`config.mk`:
```
export PLATFORM = sky130hd
export DESIGN_NAME = dram_ctrl_flat
export DESIGN_NICKNAME = d
export VERILOG_FILES = /design/src/rtl/dram_ctrl_pkg.sv /design/src/rtl/dram_ctrl_if.sv /design/src/rtl/dram_lane_merge.sv /design/src/rtl/dram_ctrl.sv /design/src/flat_wrapper.sv
export SDC_FILE = /design/constraint.sdc
export NUM_CORES = 1
export LEC_CHECK = 0
export CAP_MARGIN = 20
export CORE_UTILIZATION = 48
export DETAILED_ROUTE_END_ITERATION = 10
export HOLD_SLACK_MARGIN = 0.15
export PLACE_DENSITY = 0.83
export SYNTH_ARGS = -nofsm -noshare
export SYNTH_HDL_FRONTEND = slang
export SYNTH_SLANG_ARGS = --single-unit
```
`constraint.sdc`:
```
create_clock -name dc_clk -period 4.75 [get_ports dc_clk]
set_input_delay 0.95 -clock dc_clk [delete_from_list [all_inputs] [get_ports dc_clk]]
set_output_delay 0.95 -clock dc_clk [all_outputs]
set_load 0.01 [all_outputs]
```
`src/rtl/dram_ctrl_pkg.sv`:
```
// Shared defines for the data-memory controller.
// Size/state encodings sit alongside the writeback and regfile selects.
package dram_ctrl_pkg;

  localparam logic [1:0] SZ_BYTE = 2'b00;
  localparam logic [1:0] SZ_HALF = 2'b01;
  localparam logic [1:0] SZ_WORD = 2'b10;

  localparam logic [1:0] WB_SEL_ALU = 2'b00;
  localparam logic [1:0] WB_SEL_MEM = 2'b01;
  localparam logic [1:0] WB_SEL_PC4 = 2'b10;

  localparam logic RF_SEL_RS1 = 1'b0;
  localparam logic RF_SEL_RS2 = 1'b1;

  typedef enum logic [2:0] {
    ST_IDLE = 3'd0,
    ST_RD   = 3'd1,
    ST_WAIT = 3'd2,
    ST_WR   = 3'd3,
    ST_RESP = 3'd4
  } state_t;

  function automatic logic is_illegal(
    input logic [1:0] size,
    input logic [1:0] off
  );
    is_illegal = (size == 2'b11)
      || (size == SZ_HALF && off[0])
      || (size == SZ_WORD && off != 2'b00);
  endfunction

endpackage

```
`src/rtl/dram_ctrl_if.sv`:
```
// Core-side request/response bus of the data-memory controller.
// master = core, slave = controller.
interface dram_ctrl_if;

  logic        req_valid;
  logic        req_ready;
  logic        req_we;
  logic [1:0]  req_size;
  logic [31:0] req_addr;
  logic [31:0] req_wdata;
  logic        resp_valid;
  logic        resp_err;
  logic [31:0] resp_rdata;

  modport master (
    output req_valid, req_we, req_size,
    output req_addr, req_wdata,
    input  req_ready,
    input  resp_valid, resp_err, resp_rdata
  );

  modport slave (
    input  req_valid, req_we, req_size,
    input  req_addr, req_wdata,
    output req_ready,
    output resp_valid, resp_err, resp_rdata
  );

endinterface

```
`src/rtl/dram_lane_merge.sv`:
```
// Byte-lane alignment: load shift to bit 0 and
// read-modify-write merge for sub-word stores.
module dram_lane_merge
  import dram_ctrl_pkg::*;
(
  input  logic [31:0] rdata,
  input  logic [31:0] wdata,
  input  logic [1:0]  size,
  input  logic [1:0]  offset,
  output logic [31:0] load_shifted,
  output logic [31:0] store_merged
);

  assign load_shifted = rdata >> {offset, 3'b000};

  always_comb begin
    store_merged = rdata;
    case (size)
      SZ_BYTE:
        store_merged[{offset, 3'b000} +: 8] = wdata[7:0];
      SZ_HALF:
        store_merged[{offset[1], 4'b0000} +: 16] = wdata[15:0];
      default:
        store_merged = wdata;
    endcase
  end

endmodule

```
`src/rtl/dram_ctrl.sv`:
```
// Data-memory controller: one access at a time over a
// synchronous-read word RAM, with RMW for sub-word stores.
module dram_ctrl
  import dram_ctrl_pkg::*;
(
  input  logic        dc_clk,
  input  logic        dc_rst,
  dram_ctrl_if.slave  bus,
  output logic [13:0] dram_addr,
  output logic        dram_we,
  output logic [31:0] dram_wdata,
  input  logic [31:0] dram_rdata
);

  state_t      state;
  state_t      state_nx;
  logic        we_q;
  logic [1:0]  size_q;
  logic [15:0] addr_q;
  logic        err_q;
  logic [31:0] rdata_q;
  logic [31:0] wr_q;
  logic        accept;
  logic        illegal;
  logic [31:0] load_shifted;
  logic [31:0] store_merged;

  // upper address bits are outside the 64 KiB window
  logic unused_hi;
  assign unused_hi = ^bus.req_addr[31:16];

  assign accept  = bus.req_valid && state == ST_IDLE;
  assign illegal = is_illegal(bus.req_size, bus.req_addr[1:0]);

  dram_lane_merge u_merge (
    .rdata        (dram_rdata),
    .wdata        (wr_q),
    .size         (size_q),
    .offset       (addr_q[1:0]),
    .load_shifted (load_shifted),
    .store_merged (store_merged)
  );

  always_ff @(posedge dc_clk or posedge dc_rst) begin
    if (dc_rst) state <= ST_IDLE;
    else        state <= state_nx;
  end

  always_comb begin
    state_nx = state;
    case (state)
      ST_IDLE:
        if (accept) begin
          if (illegal)
            state_nx = ST_RESP;
          else if (!bus.req_we || bus.req_size != SZ_WORD)
            state_nx = ST_RD;
          else
            state_nx = ST_WR;
        end
      ST_RD:   state_nx = ST_WAIT;
      ST_WAIT: state_nx = we_q ? ST_WR : ST_RESP;
      ST_WR:   state_nx = ST_RESP;
      ST_RESP: state_nx = ST_IDLE;
      default: state_nx = ST_IDLE;
    endcase
  end

  // wr_q holds the store data until WAIT, then the merged word
  always_ff @(posedge dc_clk or posedge dc_rst) begin
    if (dc_rst) begin
      we_q    <= 1'b0;
      size_q  <= SZ_BYTE;
      addr_q  <= '0;
      err_q   <= 1'b0;
      rdata_q <= '0;
      wr_q    <= '0;
    end else if (accept) begin
      we_q    <= bus.req_we;
      size_q  <= bus.req_size;
      addr_q  <= bus.req_addr[15:0];
      err_q   <= illegal;
      wr_q    <= bus.req_wdata;
    end else if (state == ST_WAIT) begin
      if (we_q) wr_q    <= store_merged;
      else      rdata_q <= load_shifted;
    end
  end

  always_comb begin
    bus.req_ready  = state == ST_IDLE;
    bus.resp_valid = state == ST_RESP;
    bus.resp_err   = state == ST_RESP && err_q;
    bus.resp_rdata = rdata_q;
    dram_we        = state == ST_WR;
    dram_addr      = addr_q[15:2];
    dram_wdata     = wr_q;
  end

endmodule

```
`src/flat_wrapper.sv`:
```
// flat-port wrapper written by rule: the top's interface ports become plain ports
module dram_ctrl_flat import dram_ctrl_pkg::*;
  (dc_clk, dc_rst, dram_addr, dram_we, dram_wdata, dram_rdata, bus_req_valid, bus_req_we, bus_req_size, bus_req_addr, bus_req_wdata, bus_req_ready, bus_resp_valid, bus_resp_err, bus_resp_rdata);
  dram_ctrl_if bus_i ();
  input  logic dc_clk;
  input  logic dc_rst;
  output logic [13:0] dram_addr;
  output logic dram_we;
  output logic [31:0] dram_wdata;
  input  logic [31:0] dram_rdata;
  input wire logic [$bits(bus_i.req_valid)-1:0] bus_req_valid;
  input wire logic [$bits(bus_i.req_we)-1:0] bus_req_we;
  input wire logic [$bits(bus_i.req_size)-1:0] bus_req_size;
  input wire logic [$bits(bus_i.req_addr)-1:0] bus_req_addr;
  input wire logic [$bits(bus_i.req_wdata)-1:0] bus_req_wdata;
  output wire logic [$bits(bus_i.req_ready)-1:0] bus_req_ready;
  output wire logic [$bits(bus_i.resp_valid)-1:0] bus_resp_valid;
  output wire logic [$bits(bus_i.resp_err)-1:0] bus_resp_err;
  output wire logic [$bits(bus_i.resp_rdata)-1:0] bus_resp_rdata;
  assign bus_i.req_valid = bus_req_valid;
  assign bus_i.req_we = bus_req_we;
  assign bus_i.req_size = bus_req_size;
  assign bus_i.req_addr = bus_req_addr;
  assign bus_i.req_wdata = bus_req_wdata;
  assign bus_req_ready = bus_i.req_ready;
  assign bus_resp_valid = bus_i.resp_valid;
  assign bus_resp_err = bus_i.resp_err;
  assign bus_resp_rdata = bus_i.resp_rdata;
  dram_ctrl u_core (.dc_clk(dc_clk), .dc_rst(dc_rst), .bus(bus_i), .dram_addr(dram_addr), .dram_we(dram_we), .dram_wdata(dram_wdata), .dram_rdata(dram_rdata));
endmodule
```
==> reports/summary.log <==
INFO  status         run_status=finished clean
INFO  detailed_routing route.detailed.wl_per_inst=18.6um
INFO  power_and_ir_drop p_int=0.00267W
INFO  clocking       cts.reportedPaths.clkPinSlew=0.08ns
INFO  grt            overflow_after_grt=0
INFO  sta            slew_viol_final=0
INFO  floorplan      core_region_area=0.00977mm2
INFO  synth          synth.lib_cells_used.distinct=44
INFO  floorplan      die_area=0.0105mm2
INFO  clocking       cts_root_buffer=sky130_fd_sc_hd__clkbuf_8
INFO  power_and_ir_drop ir_drop=0.384mV
INFO  setup_path     worst_r2r_path_depth=7
INFO  setup_path     timing.critical_path.fanout_max=20
INFO  clocking       tritoncts.num_buffers=9
INFO  grt            via_count_of_the_first_global_routing_pass=4427
INFO  layout         final_layout_size_suffix_gt1_frac=0.0709
INFO  synth          syn-cell-area=0.00482mm2
INFO  grt            antenna_violations_before_repair=0
INFO  min_path       hold_path_depth=2
INFO  setup_path     cp_data_required_time=4.99ns
INFO  synth          yosys.cell_count.top_type=sky130_fd_sc_hd__nand2_1
INFO  synth          area_fraction_in_compound_gates_after_synthesis=0.222
INFO  power_and_ir_drop power_leakage=2.78nW
INFO  min_path       min_to=u_core.addr_q[6]$_DFFE_PP0P_
INFO  setup_path     critical-path-max-stage-delay=0.80ns
INFO  power_and_ir_drop seq_power_share=0.316
INFO  floorplan      die_width=102um
INFO  detailed_routing final_routed_wirelength_across_all_metal_layers=14500um
INFO  sta            holdWs=0.481ns
INFO  synth          post_synth_xor_area_fraction=0
INFO  layout         postLayoutCellArea=0.00667mm2
INFO  sta            clock-skew-final=0.0114ns
INFO  place          port_buffers=167
INFO  sta            worst-slew-pin-transition=1.03ns
INFO  power_and_ir_drop net-switching-power=0.00187W
INFO  synth          seq_area_frac_synth=0.451
INFO  clocking       htree_num_levels=3
INFO  clocking       tritoncts=built
INFO  synth          synth_edf_count=0
INFO  detailed_routing drt-pass1-iter-count=5
INFO  synth          synthTopCellsByCount=sky130_fd_sc_hd__nand2_1 (119), sky130_fd_sc_hd__dfrtp_1 (87), sky130_fd_sc_hd__mux2i_1 (24)
INFO  floorplan      io_pins=184
INFO  place          placement.cell_area=0.00644mm2
INFO  synth          synth.mux.area_fraction=0.0871
INFO  sta            timing_hold_violations_final=0
INFO  setup_path     startpoint_types=primary input
INFO  clocking       postCtsSetupRepairBufs=0
INFO  floorplan      die_height=102um
INFO  synth          ys.flop_type=sky130_fd_sc_hd__dfrtp_1
INFO  setup_path     r2r_start=u_core.addr_q[1]$_DFFE_PP0P_
INFO  grt            grt_util_met1=0.367
INFO  clocking       clock_buffer_depth=2
INFO  synth          yosys.area.top_type_share=0.451
INFO  synth          synthesis.instances=513
INFO  layout         num-fill-cells=776
INFO  synth          mappedNetlistNets=620
INFO  clocking       cts_sinks=87
INFO  synth          synth-adder-area-share=0.0130
INFO  setup_path     nature_of_the_critical_path_endpoint=register
INFO  synth          combinational_family_with_the_most_area_after_synthesis=compound AO/OA/AOI/OAI gates
INFO  floorplan      std_cell_rows=36
INFO  floorplan      initial_core_util=0.494
INFO  detailed_routing antenna_violating_nets_post_route=0
INFO  place          detailedPlacementHpwl=10700um
INFO  min_path       hold_path.class=register to register
INFO  sta            timing.final.crit_share=0.613
INFO  power_and_ir_drop clkPwrFrac=0.114
INFO  detailed_routing viasPerCell=5.82
INFO  setup_path     timing.critical_path.slowest_stage_cell=sky130_fd_sc_hd__or4b_1
INFO  detailed_routing initialDrtViolationCount=255
INFO  layout         area.sequential=0.00218mm2
INFO  sta            fmaxAchievable=344MHz
INFO  power_and_ir_drop report.power.total=0.00454W
INFO  power_and_ir_drop swShare=0.412
INFO  sta            rsz0062_at_grt=no
INFO  power_and_ir_drop power-per-cell-area=681mW/mm2
INFO  synth          synth_top_area_cell=sky130_fd_sc_hd__dfrtp_1
INFO  grt            grtUsageMet2=0.455
INFO  grt            grt_util_met3=0.0670
INFO  detailed_routing routed-via-count=4548
INFO  detailed_routing drc=0
INFO  clocking       cts_resized=0
INFO  synth          flop_and_latch_count_out_of_synthesis=87
INFO  synth          yosys-top-cells-area=sky130_fd_sc_hd__dfrtp_1 (45%), sky130_fd_sc_hd__nand2_1 (9.3%), sky130_fd_sc_hd__mux2i_1 (5.0%)
INFO  run            cap_viol_max_count=0
INFO  setup_path     timing.critical_path.cells=clkdlybuf4s50_1 -> or4b_1 -> o21ai_1 -> nand2_1 -> a32o_1
INFO  sta            count_of_endpoints_failing_setup_in_the_final_report=0
INFO  synth          syn-mean-instance-area=9.40um2
INFO  grt            global_route.peak_usage_layer=met2
INFO  min_path       hp-start=u_core.addr_q[6]$_DFFE_PP0P_
INFO  synth          synth-simple-area-share=0.163
INFO  grt            grt_pass1_wl=22400um
INFO  sta            post-route-min-period=2.91ns
INFO  grt            total_routing_usage_reported_by_global_routing=0.286
INFO  setup_path     critical_path_arrival=3.15ns
INFO  layout         fin_nets=752
INFO  sta            aggregate_negative_setup_slack=0ns
INFO  setup_path     setup.worst_path.class=primary input to register
INFO  place          dp_cells=764
INFO  clocking       clock_latency=0.35ns
INFO  place          globalplace.congestion=0.877
INFO  setup_path     worst_r2r_end=u_core.dram_wdata[21]$_DFFE_PP0P_
INFO  layout         filler_free_cell_count_of_the_finished_design=782
INFO  synth          yosys_warnings=0
INFO  setup_path     rrSetupSlack=2.16ns
INFO  clocking       cts-hold-fix-buffers=0
INFO  layout         p_r_area_growth_vs_syn=38.2%
INFO  layout         insertedDiodeCount=0
INFO  sta            timing.slew.headroom=0.307
INFO  synth          synthArstFlopShare=1.00
INFO  power_and_ir_drop p_comb_frac=0.570
INFO  layout         area_of_the_multi_input_gates=0.00235mm2
INFO  grt            grt_max_degree=80
==> cells in the final DEF, fill, tap and decap left out, types with 17 or more instances in the layout <==
cell type	n
sky130_fd_sc_hd__a211oi_1	17
sky130_fd_sc_hd__a21oi_1	19
sky130_fd_sc_hd__a221oi_1	17
sky130_fd_sc_hd__clkdlybuf4s50_1	167
sky130_fd_sc_hd__dfrtp_1	86
sky130_fd_sc_hd__mux2i_1	24
sky130_fd_sc_hd__nand2_1	119
sky130_fd_sc_hd__nor2_1	20
sky130_fd_sc_hd__nor2b_1	19
sky130_fd_sc_hd__o21ai_1	18
==> cell families after synthesis <==
logic type / count (synthesis)
and+or+nand+nor: 175
AOI/OAI and AO/OA: 145
DFF: 87
buffers and inverters: 61
muxes: 40
adders and majority gates: 5
==> flip-flops by register name, summed over array words and instances (netlist names) <==
name,flops
u_core.addr_q,16
u_core.state,3
u_core.we_q,1
u_core.err_q,1
u_core.dram_wdata,32
u_core.size_q,2
u_core.bus.resp_rdata,32
==> metal layers <==
layer	up-vias	routed length, um
li1	2101	-
met2	225	6910
met4	0	489
met3	39	1160
met5	-	0
met1	2183	5980
==> power groups by stage <==
| stage | Combinational, W | Sequential (W) | Clock [W] |
|---|---|---|---|
| after floorplan | 0.00153 | 0.00145 | 0 |
| after global routing | 0.00282 | 0.00148 | 0.000556 |
| final | 0.00259 | 0.00144 | 0.000517 |
| after global placement | 0.00249 | 0.00142 | 0 |
| after CTS | 0.00257 | 0.00143 | 0.000528 |
| after detailed placement | 0.00256 | 0.00145 | 0 |
==> critical path, delay by kind of cell <==
family	cells	cell delay, ns
buffers and inverters	1	0.52
AND/OR/NAND/NOR	2	0.91
AO/OA/AOI/OAI	2	0.77
==> final cells by class <==
type,instances,area share
clock buffers,12,0.0233
clock inverters,3,0.00638
inverters,6,0.00357
multi-input cells,365,0.353
flip-flops and latches,87,0.327
well taps,133,0.0250
repair buffers,176,0.262
==> metrics by stage <==
step	util	setup WS [ns]
6_report	0.682	1.84
5_1_grt	0.682	1.74
4_1_cts	0.679	1.70
3_5_place_dp	0.659	1.52
3_3_place_gp	0.659	1.54
2_1_floorplan	-	1.55
==> worst max-delay path by stage <==
| stage | start | endpoint | slack [ns] | cells past startpoint |
|---|---|---|---|---|
| global route | bus_req_valid | u_core.dram_wdata[14]$_DFFE_PP0P_ | 1.74 | 5 |
| finish | bus_req_valid | u_core.dram_wdata[8]$_DFFE_PP0P_ | 1.84 | 5 |
| floorplan | dc_rst | u_core.addr_q[0]$_DFFE_PP0P_ | 1.55 | 1 |
| global placement | bus_req_valid | u_core.dram_wdata[9]$_DFFE_PP0P_ | 1.54 | 5 |
| CTS | u_core.addr_q[1]$_DFFE_PP0P_ | u_core.dram_wdata[21]$_DFFE_PP0P_ | 1.70 | 6 |
| detailed placement | bus_req_valid | u_core.dram_wdata[8]$_DFFE_PP0P_ | 1.52 | 5 |
Power figures use the tool's default switching activity.
